### src/rtl/obf_key_scheduler.sv
// Key scheduler for the obfuscation datapath: handshakes plaintext words through
// the datapath one at a time and refreshes the global key with an LFSR every Period cycles.
module obf_key_scheduler #(
  parameter int                BitNo  = 64,
  parameter int                Period = 16,
  parameter logic [BitNo-1:0]  Seed   = 64'hACE1_0F0F_5A5A_1234
) (
  input  logic             Clk,
  input  logic             Rst,
  input  logic [BitNo-1:0] DataIn,
  input  logic             InValid,
  output logic             InReady,
  input  logic [BitNo-1:0] InputKey,
  input  logic             KeyLoad,
  output logic [BitNo-1:0] ObfDataIn,
  output logic             ObfEN,
  output logic [BitNo-1:0] GKey,
  input  logic [BitNo-1:0] ObfDataOut,
  input  logic             ObfDataValid,
  output logic [BitNo-1:0] DataOut,
  output logic             OutValid,
  input  logic             OutReady,
  output logic [15:0]      RekeyCount
);

  typedef enum logic [2:0] {IDLE, ISSUE, CAPTURE, HOLD, REKEY} state_t;

  localparam logic [15:0] LastCount = 16'(Period - 1);

  state_t           r_state;
  state_t           w_nextState;
  logic [BitNo-1:0] r_gKey;
  logic [BitNo-1:0] r_obfDataIn;
  logic [BitNo-1:0] r_dataOut;
  logic             r_outValid;
  logic [15:0]      r_refreshCnt;
  logic             r_pending;
  logic [15:0]      r_rekeyCount;
  logic             r_sampleValid;
  logic [BitNo-1:0] r_sampleData;

  logic             w_inReady;
  logic             w_accept;
  logic             w_capture;
  logic             w_release;
  logic             w_doRekey;
  logic             w_doLoad;
  logic [BitNo-1:0] w_lfsrNext;
  logic [BitNo-1:0] w_loadKey;

  assign w_lfsrNext = {r_gKey[BitNo-2:0],
                       r_gKey[BitNo-1] ^ r_gKey[BitNo-2] ^ r_gKey[BitNo-4] ^ r_gKey[BitNo-5]};
  // An all-zero key would lock the LFSR, so it falls back to the seed
  assign w_loadKey  = (InputKey == '0) ? Seed : InputKey;

  always_comb begin
    w_nextState = r_state;
    w_inReady   = 1'b0;
    w_accept    = 1'b0;
    w_capture   = 1'b0;
    w_release   = 1'b0;
    w_doRekey   = 1'b0;
    w_doLoad    = 1'b0;
    case (r_state)
      IDLE: begin
        if (r_pending) begin
          w_nextState = REKEY;
        end else if (KeyLoad) begin
          w_doLoad = 1'b1;
        end else begin
          w_inReady = 1'b1;
          if (InValid) begin
            w_accept    = 1'b1;
            w_nextState = ISSUE;
          end
        end
      end
      ISSUE:   w_nextState = CAPTURE;
      CAPTURE: begin
        if (r_sampleValid) begin
          w_capture   = 1'b1;
          w_nextState = HOLD;
        end else begin
          w_nextState = ISSUE;
        end
      end
      HOLD: begin
        if (OutReady) begin
          w_release   = 1'b1;
          w_nextState = IDLE;
        end
      end
      REKEY: begin
        w_doRekey   = 1'b1;
        w_nextState = IDLE;
      end
      default: w_nextState = IDLE;
    endcase
  end

  always_ff @(posedge Clk or posedge Rst) begin
    if (Rst) r_state <= IDLE;
    else     r_state <= w_nextState;
  end

  always_ff @(posedge Clk or posedge Rst) begin
    if (Rst) begin
      r_gKey       <= Seed;
      r_rekeyCount <= '0;
    end else if (w_doRekey) begin
      r_gKey       <= w_lfsrNext;
      r_rekeyCount <= r_rekeyCount + 16'd1;
    end else if (w_doLoad) begin
      r_gKey       <= w_loadKey;
    end
  end

  // Counter keeps running through transactions and parks at LastCount until serviced
  always_ff @(posedge Clk or posedge Rst) begin
    if (Rst) begin
      r_refreshCnt <= '0;
      r_pending    <= 1'b0;
    end else if (w_doRekey || w_doLoad) begin
      r_refreshCnt <= '0;
      r_pending    <= 1'b0;
    end else if (r_refreshCnt == LastCount) begin
      r_pending    <= 1'b1;
    end else begin
      r_refreshCnt <= r_refreshCnt + 16'd1;
    end
  end

  always_ff @(posedge Clk or posedge Rst) begin
    if (Rst) begin
      r_obfDataIn   <= '0;
      r_dataOut     <= '0;
      r_outValid    <= 1'b0;
      r_sampleValid <= 1'b0;
      r_sampleData  <= '0;
    end else begin
      if (w_accept) r_obfDataIn <= DataIn;
      if (r_state == ISSUE) begin
        r_sampleValid <= ObfDataValid;
        r_sampleData  <= ObfDataOut;
      end
      if (w_capture) begin
        r_dataOut  <= r_sampleData;
        r_outValid <= 1'b1;
      end
      if (w_release) r_outValid <= 1'b0;
    end
  end

  assign InReady    = w_inReady;
  assign ObfDataIn  = r_obfDataIn;
  assign ObfEN      = (r_state == ISSUE);
  assign GKey       = r_gKey;
  assign DataOut    = r_dataOut;
  assign OutValid   = r_outValid;
  assign RekeyCount = r_rekeyCount;

endmodule

### config.mk
export PLATFORM = sky130hd
export DESIGN_NAME = obf_key_scheduler
export DESIGN_NICKNAME = d
export VERILOG_FILES = /design/src/rtl/obf_key_scheduler.sv
export SDC_FILE = /design/constraint.sdc
export NUM_CORES = 1
export LEC_CHECK = 0
export CELL_PAD_IN_SITES_DETAIL_PLACEMENT = 1
export CELL_PAD_IN_SITES_GLOBAL_PLACEMENT = 2
export CORE_MARGIN = 8
export CORE_UTILIZATION = 43
export CTS_CLUSTER_DIAMETER = 40
export CTS_CLUSTER_SIZE = 20
export DETAILED_ROUTE_END_ITERATION = 12
export DONT_BUFFER_PORTS = 1
export PLACE_DENSITY = 0.84
export SYNTH_ARGS = -nofsm -noshare
export SYNTH_HDL_FRONTEND = slang
export SYNTH_SLANG_ARGS = --single-unit
### constraint.sdc
create_clock -name Clk -period 24.9 [get_ports Clk]
set_clock_uncertainty 0.15 [all_clocks]
set_input_delay 2.49 -clock Clk [delete_from_list [all_inputs] [get_ports Clk]]
set_output_delay 2.49 -clock Clk [all_outputs]
set_load 0.05 [all_outputs]
# ---- Word level (Yosys, flattened, before mapping)
# Cells that the tools add are included.
dict set report word_totals {
  ff_bits 294
  input_bits 198
  output_inout_bits 211
}
dict set report op_classes {
  add_sub_neg 2
  eq_ne 9
  mux 30
  bitwise_logic 3
  n_reduce_logical 7
}
# cell n
set op_table {}
lappend op_table {{$mux 64} 3}
lappend op_table {{$logic_not 64->1} 1}
lappend op_table {{$add 16x1->16 const B} 2}
lappend op_table {{$mux 16} 2}
lappend op_table {{$mux 1} 19}
lappend op_table {{$eq 16x4->1 const B} 1}
lappend op_table {{$mux 3} 4}
lappend op_table {{$pmux 3 s4} 1}
lappend op_table {{$eq 3x2->1 const B} 2}
lappend op_table {{$ne 3x3->1 const B} 2}
lappend op_table {{$reduce_bool 2->1} 3}
lappend op_table {{$ne 2x2->1 const B} 2}
lappend op_table {{$eq 3x1->1 const B} 1}
lappend op_table {{$eq 3x3->1 const B} 1}
lappend op_table {{$logic_not 3->1} 1}
lappend op_table {{$reduce_and 3->1} 1}
lappend op_table {{$xor 1x1->1} 3}
lappend op_table {{$mux 2} 1}
lappend op_table {{$logic_or 1x1->1} 1}

# ---- Depth between registers and ports, before layout
# Gate-level depths: netlist of the first run.
dict set report depth {
  word_depth 5
  ltp_mapped 7
  mapped_depth_nobuf 5
}

# ---- Worst setup path before layout of the first run
# OpenSTA, ideal clock, no wires.
dict set report synth_path {
  path_type {in2out}
  from {input port KeyLoad}
  to {output port InReady}
  arrival_time_ns 3.179
  t_required_ns 22.260
  setup_slack_ns 19.081
  stages 1
  cell_sequence {nor2b_1}
}
dict set report synth_between {
  elab_chain_cells 3
}
# element line_no
set synth_lines {}
lappend synth_lines {{start, declared} 14} ;# input logic KeyLoad,
lappend synth_lines {{$mux 1} 68} ;# end else if (KeyLoad) begin
lappend synth_lines {{$mux 1} 66} ;# if (r_pending) begin
lappend synth_lines {{$mux 1} 64} ;# case (r_state)
lappend synth_lines {{end, declared} 12} ;# output logic InReady,
# Every way passes these cells.

# ---- Worst setup path in the final report of the first run
# Same ends and word-level chain as after synthesis.

==> results of run 1 <==
worst max path at each step:
stage / endpoint / slack [ns] / cells after the start
2_1_floorplan: DataOut[0]$_DFFE_PP0P_ / 14.19 / 1
3_3_place_gp: InReady / 19.04 / 1
3_5_place_dp: InReady / 19.02 / 1
4_1_cts: InReady / 19.02 / 1
5_1_grt: InReady / 19.01 / 1
6_report: InReady / 19.04 / 1
per-stage QoR:
| step | setup WS (ns) | hold WS, ns | instance area (µm²) | instances | util |
|---|---|---|---|---|---|
| floorplan | 14.19 | 0.325 | 11800 | 892 | - |
| global placement | 19.04 | 0.329 | 12100 | 1192 | 0.449 |
| detailed placement | 19.02 | 0.341 | 12100 | 1192 | 0.449 |
| global route | 19.01 | 0.367 | 13500 | 1268 | 0.502 |
| finish | 19.04 | 0.350 | 13500 | 1271 | 0.503 |
| CTS | 19.02 | 0.353 | 13500 | 1267 | 0.502 |
layout make-up:
class                           count  area share
Clock inverter                     21      0.0231
Sequential cell                   294       0.547
Inverter                            4     0.00167
Timing Repair Buffer               10     0.00648
Tap cell                          341      0.0316
Multi-Input combinational cell    543       0.306
Antenna cell                        4    0.000741
Clock buffer                       54      0.0826
sequential cells by signal, indices dropped and copies added, names as in the netlist:
signal	count
DataOut	64
GKey	64
ObfDataIn	64
OutValid	1
RekeyCount	16
r_pending	1
r_refreshCnt	16
r_sampleData	64
r_sampleValid	1
r_state	3
Yosys cell counts (2+ instances only):
master	count	area (µm²)
and3_1	6	37.5
buf_6	2	22.5
dfstp_2	29	762
nor3_1	2	10.0
mux2_2	193	2170
o21ai_0	6	30.0
a21oi_1	35	175
ha_1	2	25.0
inv_1	4	15.0
xor2_1	13	114
clkbuf_1	32	120
buf_1	3	11.3
nor3b_1	2	15.0
nor2_1	52	195
and4_1	2	17.5
and2_1	2	12.5
xnor2_1	14	123
nor4b_1	2	17.5
nor3_2	2	20.0
buf_2	13	65.1
nand2_1	87	327
or3_1	4	25.0
a31oi_1	3	18.8
nand4_1	11	68.8
dfrtp_1	265	6630
nor4_1	19	119
or4_1	2	15.0
a22oi_1	35	263
nand3_1	10	50.1
o22ai_1	28	175
cells by family after synthesis:
kind of cell / Yosys count / share of synthesized area
buf+inv: 55 / 0.0205
flops: 294 / 0.629
mux: 194 / 0.186
simple gates: 209 / 0.0836
xor+xnor: 27 / 0.0201
fa+ha+maj: 2 / 0.00213
compound gates: 111 / 0.0589
per-layer routing:
metal,track usage,vias up,wire length (µm)
met5,0,-,96
met4,0.0541,14,586
met2,0.315,309,16000
met1,0.216,3692,11700
li1,-,3184,-
met3,0.103,59,4090
==> run metrics, run 1 <==
gr usage total 0.192; max-cap violations 0; GPL Wtd Cong 0.769; Die Area 32900 µm²; Slew @ Worst Pin 1.18 ns; CP top delay family simple AND/OR/NAND/NOR gates; Max Transition Viols Final 0; Hold Path Stages 1; CTS tree yes; final WL 32400 µm; Sequential Area 7390 µm²; WHS Endpoint r_sampleData[55]$_DFFE_PP0P_; R2R Path Start r_state[0]$_DFFE_PP0P_; nets 1094; Syn Area/Cell 13.2 µm²; normalized max-slew margin 0.214; clock sink count 294; RSZ-0062 raised after global routing false; Synthesized Nets 1092; DR vias 7258; Final period util 0.235; vias in the first global route 7971; overflow left after global routing 0; H-tree lvl count 2; num rows 60; Starting DRT DRC Count 427; most common cell after layout, fill and taps aside dfrtp_1; Post-synth EDFFs 0; CP Max Fanout 7; number of hold buffers added after cts 0; main flop type after synthesis dfrtp_1; beginning of the worst hold path r_sampleData[55]$_DFFE_PP0P_; Die X 181 µm; setup violators final 0; 1st-pass router iterations 4; Initial Util 0.437; critical path cell sequence nor2b_1; layout cells sized above 1 0.329; status finished, final reports clean; CP bufs+invs 0; fmax 171 MHz; Residual DRC 0; I/O Pins 409; WS Path Type in -> out; Synth Cell Area 11800 µm²; most frequent cells in the layout dfrtp_1 (265), mux2_2 (193), nand2_1 (87); critical path startpoint KeyLoad; Setup Total Neg Slack 0 ns; Core ar. 26900 µm²; Setup Buffers After CTS 0; internal reg-to-reg setup slack 22.10 ns; Distinct cells, synth 42; critical path's largest stage delay 0.73 ns; WP data arrival 3.22 ns; PostCTS Resize Cnt 0; FILL cells 2657; Async S/R FF share, synth 1.00; min-delay worst type reg -> reg; Worst R2R End GKey[9]$_DFFE_PP1N_; Die Y 181 µm; wire per inst 25.5 µm; largest net degree at the start of global routing 181; footprint of the multi-input gates 4140 µm²; Final Critical Period 5.86 ns; Antenna Nets Post-Route 0; Setup crit end kind output port; sequential area share after synthesis 0.629; CTS clk-pin slew, worst paths 0.05 ns; Slowest-stage cell, CP nor2b_1; Area Growth Syn to Fin 14.9%; Mapped Cells 892; final hold viol count 0; post-detail-place hpwl 22500 µm; global-route wire length before repair 50000 µm; Worst-Skew Late Latency 0.52 ns; Required @ worst endpoint 22.26 ns; initial antenna violation count 10; depth of the most critical reg-to-reg path 4; TritonCTS Buffers 41; CP Launch Type input port; YS warnings 0; Buffers on Ports 0; clk buf depth 3; Seq cells post-synth 294; Via-to-Cell Ratio 5.71; clk root buf clkbuf_16
Power of run 1 is not shown: default switching activity piles up to over one toggle a cycle in this logic, so the estimate is an artifact.
==> run 2, diff against run 1 <==
--- a/config.mk
+++ b/config.mk
@@ -8,12 +8,12 @@
 export CELL_PAD_IN_SITES_DETAIL_PLACEMENT = 1
 export CELL_PAD_IN_SITES_GLOBAL_PLACEMENT = 2
 export CORE_MARGIN = 8
-export CORE_UTILIZATION = 43
+export CORE_UTILIZATION = 40
 export CTS_CLUSTER_DIAMETER = 40
 export CTS_CLUSTER_SIZE = 20
 export DETAILED_ROUTE_END_ITERATION = 12
 export DONT_BUFFER_PORTS = 1
-export PLACE_DENSITY = 0.84
+export PLACE_DENSITY = 0.79
 export SYNTH_ARGS = -nofsm -noshare
 export SYNTH_HDL_FRONTEND = slang
 export SYNTH_SLANG_ARGS = --single-unit
==> constraint.sdc (replaced) <==
create_clock -name Clk -period 5.75 [get_ports Clk]
set_clock_uncertainty 0.15 [all_clocks]
set_input_delay 0.575 -clock Clk [delete_from_list [all_inputs] [get_ports Clk]]
set_output_delay 0.575 -clock Clk [all_outputs]
set_load 0.05 [all_outputs]
==> run 2 against run 1 <==
Compared with the run above: worst hold slack worse by 0.31 ns; register-to-register slack worse by 19 ns; critical path depth up 1; highest routed layer unchanged.
==> run metrics, run 2 (same netlist as run 1, synthesis figures left out) <==
clk root buf clkbuf_16; Residual DRC 0; num rows 62; Setup Total Neg Slack 0 ns; CP Launch Type flop; Via-to-Cell Ratio 5.59; status finished, final reports clean; 1st-pass router iterations 4; Area Growth Syn to Fin 17.3%; max-cap violations 0; Hold Path Stages 1; critical path cell sequence nor4_2 > nor2b_1; gr usage total 0.187; critical path's largest stage delay 0.85 ns; largest net degree at the start of global routing 165; TritonCTS Buffers 45; clock sink count 294; setup violators final 0; post-route cell area 13800 µm²; initial antenna violation count 10; Required @ worst endpoint 5.03 ns; final hold viol count 0; worst slack at placement 2.73 ns; final WL 34000 µm; Starting DRT DRC Count 349; GPL Wtd Cong 0.789; Die X 187 µm; Setup crit end kind output port; critical path startpoint r_state[0]$_DFFE_PP0P_; clk buf depth 3; layout cells sized above 1 0.345; Die Area 35100 µm²; CP Max Fanout 11; H-tree lvl count 2; most common cell after layout, fill and taps aside dfrtp_1; Initial Util 0.407; Post-DP Area 12100 µm²; most frequent cells in the layout dfrtp_1 (265), mux2_2 (193), nand2_1 (87); depth of the most critical reg-to-reg path 4; R2R Path Start r_state[0]$_DFFE_PP0P_; CTS clk-pin slew, worst paths 0.07 ns; WP data arrival 2.60 ns; vias in the first global route 8169; Crit. path cell count 2; CTS tree yes; Final Critical Period 3.33 ns; final setup margin 2.42 ns; Antenna Nets Post-Route 0; post-detail-place hpwl 23400 µm; wire per inst 25.7 µm; nets 1099; RSZ-0062 raised after global routing false; Core ar. 28900 µm²; Slowest-stage cell, CP nor2b_1; min-delay worst type in -> reg; Setup Buffers After CTS 0; PostCTS Resize Cnt 0; Max Transition Viols Final 0; DR vias 7396; WS Path Type reg -> out; CP top delay family simple AND/OR/NAND/NOR gates; Worst-Skew Late Latency 0.52 ns; Final period util 0.579; normalized max-slew margin 0.195; global-route wire length before repair 52200 µm; Slew @ Worst Pin 1.21 ns; beginning of the worst hold path DataIn[59]; overflow left after global routing 0; I/O Pins 409; fmax 301 MHz; CP bufs+invs 0; Buffers on Ports 0; Die Y 187 µm
[run 2: cell types whose count changed in the layout (fill, tap and decap cells not counted), moves of 2 or more]
cell | before | now
clkbuf_16 | 42 | 46
clkbuf_8 | 2 | 0
inv_6 | 1 | 10
clkbuf_1 | 10 | 0
clkinv_8 | 2 | 5
clkinv_4 | 3 | 5
[run 2: final cells by class]
type / instances / area, µm²
inverters: 4 / 18.8
fillers: 2882 / 15100
clock inverters: 37 / 477
well taps: 384 / 480
multi-input cells: 543 / 4150
clock buffers: 46 / 1150
repair buffers: 11 / 110
flip-flops and latches: 294 / 7390
diodes: 4 / 10.0
[run 2: metrics by stage]
step,hold WS (ns),instances,utilization
after floorplan,0.325,892,-
after global placement,0.331,1235,0.421
after detailed placement,0.341,1235,0.421
after CTS,0.00718,1319,0.477
after global routing,0.00636,1321,0.478
final,0.0361,1323,0.478
[run 2: path summary, 6_finish.rpt]
path,slack (ns),endpoint
max,2.42,InReady
min,0.04,ObfDataIn[59]$_DFFE_PP0P_
max reg2reg,2.82,GKey[9]$_DFFE_PP1N_
min reg2reg,0.35,DataOut[63]$_DFFE_PP0P_
max in group asynchronous,3.50,ObfDataIn[12]$_DFFE_PP0P_
min in group asynchronous,0.57,GKey[14]$_DFFE_PP0N_
[run 2: what timing repair did]
| item | in CTS | in global routing |
|---|---|---|
| setup endpoints to repair | 0 | 0 |
| hold buffers | 1 | 0 |
| endpoints found under the hold margin | 2 | 0 |
[run 2: per-layer routing]
metal,up-vias,global-route usage,share of wire
met5,-,0.00569,0.0023
met4,12,0.0518,0.020
met3,61,0.0971,0.12
met2,293,0.305,0.49
met1,3829,0.211,0.37
li1,3201,-,-
Power of run 2 is left out for the same reason.
==> run 3, diff against run 2 <==
==> constraint.sdc (replaced) <==
create_clock -name Clk -period 3.3 [get_ports Clk]
set_clock_uncertainty 0.15 [all_clocks]
set_input_delay 0.33 -clock Clk [delete_from_list [all_inputs] [get_ports Clk]]
set_output_delay 0.33 -clock Clk [all_outputs]
set_load 0.05 [all_outputs]
==> run 3 against run 2 <==
Compared with the run above: flip-flop and latch count stayed put; clock-buffer cell count grew 7; non-clock buffer count up 208; worst hold slack better by 0.0037 ns; wire length grew 16%; global-route usage rose by 3.3 points; register-to-register slack lost 2.1 ns; setup slack got worse by 1.7 ns; cell count rose by 15%.
==> run metrics, run 3 (same netlist as run 1, synthesis figures left out) <==
global-route wire length before repair 61100 µm; setup violators final 0; final WL 39600 µm; critical path cell sequence nor4_2 > nor2b_1 > buf_4; vias in the first global route 9673; H-tree lvl count 2; post-route cell area 15600 µm²; Power Density 1250 nW/µm²; Leak 6.70 nW; Area Growth Syn to Fin 33.1%; Setup crit end kind output port; clock sink count 294; Die X 187 µm; clk buf depth 3; Starting DRT DRC Count 354; Core ar. 28900 µm²; Slowest-stage cell, CP nor4_2; NetSw 9.37 mW; Final Critical Period 2.58 ns; layout cells sized above 1 0.285; WP data arrival 2.10 ns; CTS tree yes; GPL Wtd Cong 0.795; gr usage total 0.220; initial antenna violation count 8; CP Launch Type flop; Via-to-Cell Ratio 5.45; Placed Cells 1248; Setup Total Neg Slack 0 ns; Slew @ Worst Pin 0.784 ns; WS Path Type reg -> out; clk root buf clkbuf_16; Buffers on Ports 0; wire per inst 25.9 µm; Die Area 35100 µm²; max-cap violations 0; RSZ-0062 raised after global routing false; min-delay worst type in -> reg; Post-DP Area 12300 µm²; Max VDD drop 782 µV; most common cell after layout, fill and taps aside dfrtp_1; num rows 62; Post-Layout Cell Count 1525; Final period util 0.781; TritonCTS Buffers 42; Worst-Skew Late Latency 0.52 ns; I/O Pins 409; internal reg-to-reg setup slack 0.73 ns; most frequent cells in the layout dfrtp_1 (265), dlygate4sd3_1 (196), mux2_2 (193); Residual DRC 0; Die Y 187 µm; Setup Buffers After CTS 0; CP Max Fanout 11; Comb pwr share 0.198; overflow left after global routing 0; nets 1304; status finished, final reports clean; Antenna Nets Post-Route 0; switching power share of the total 0.481; final hold viol count 0; internal power 10.1 mW; Clk network pwr share 0.225; Required @ worst endpoint 2.82 ns; largest net degree at the start of global routing 92; Flop pwr share 0.577; critical path's largest stage delay 0.64 ns; Max Transition Viols Final 0; FILL cells 2828; normalized max-slew margin 0.476; 1st-pass router iterations 6; post-detail-place hpwl 24200 µm; fmax 388 MHz; CTS clk-pin slew, worst paths 0.06 ns; DR vias 8316; Initial Util 0.407
-- run 3: cell count changes in the layout (fill, tap and decap cells not counted), moves of 4 or more --
| cell | before | now |
|---|---|---|
| clkbuf_8 | 0 | 6 |
| clkinv_8 | 5 | 0 |
| clkbuf_1 | 0 | 4 |
| buf_4 | 8 | 17 |
| dlygate4sd3_1 | 1 | 196 |
| inv_6 | 10 | 6 |
| buf_12 | 2 | 6 |
| bufinv_16 | 6 | 2 |
-- run 3: path summary, 6_finish.rpt --
check                                          start                           to  cells after the start
min                                          KeyLoad         GKey[52]$_DFFE_PP0N_                      3
max reg2reg                   r_state[0]$_DFFE_PP0P_         GKey[58]$_DFFE_PP1N_                      5
max                           r_state[0]$_DFFE_PP0P_                      InReady                      3
min reg2reg                RekeyCount[1]$_DFFE_PP0P_    RekeyCount[1]$_DFFE_PP0P_                      2
min in group asynchronous                        Rst  r_sampleData[2]$_DFFE_PP0P_                      2
max in group asynchronous                        Rst    ObfDataIn[19]$_DFFE_PP0P_                      3
-- run 3: layer usage --
| layer | vias up | routed length, µm | global-route usage |
|---|---|---|---|
| met3 | 107 | 4100 | 0.0994 |
| li1 | 3612 | - | - |
| met1 | 4254 | 14100 | 0.235 |
| met2 | 339 | 20100 | 0.380 |
| met5 | - | 27 | 0 |
| met4 | 4 | 1230 | 0.0761 |
-- run 3: worst max-delay path, delay by kind of cell, from the launching register on --
family | cells | cell delay (ns)
DFF | 1 | 0.51
and+or+nand+nor | 2 | 0.85
buffers and inverters | 1 | 0.23
-- run 3: final cells by class --
class                      count  area [µm²]  area share
antenna                        6        15.0    0.000960
clock buffer                  53        1170      0.0750
clock inverter                22         203      0.0130
inverter                       4        18.8     0.00120
multi-input combinational    543        4150       0.265
sequential                   294        7390       0.473
tap                          384         480      0.0307
timing repair buffer         219        2210       0.141
-- run 3: metrics by stage --
step           worst slack [ns]  total power [mW]  utilization  hold slack [ns]
3_5_place_dp              0.645              14.7        0.426            0.230
4_1_cts                   0.615              19.4        0.541           0.0136
5_1_grt                   0.462              20.3        0.542           0.0287
3_3_place_gp              0.629              14.5        0.426            0.208
2_1_floorplan             -1.06              13.4            -            0.316
6_report                  0.723              19.5        0.542           0.0398
-- run 3: power groups by stage --
stage	clock network, mW	registers (mW)	logic (mW)
after floorplan	0	10.5	2.90
after global placement	0	11.2	3.36
after CTS	4.45	11.2	3.76
after global routing	4.61	11.5	4.22
final	4.39	11.2	3.85
after detailed placement	0	11.2	3.52
-- run 3: timing repair --
| item | CTS | global route |
|---|---|---|
| resized for setup | 0 | 0 |
| hold endpoints to repair | 219 | 0 |
| hold buffers | 196 | 0 |
(Power assumes the default switching activity.)
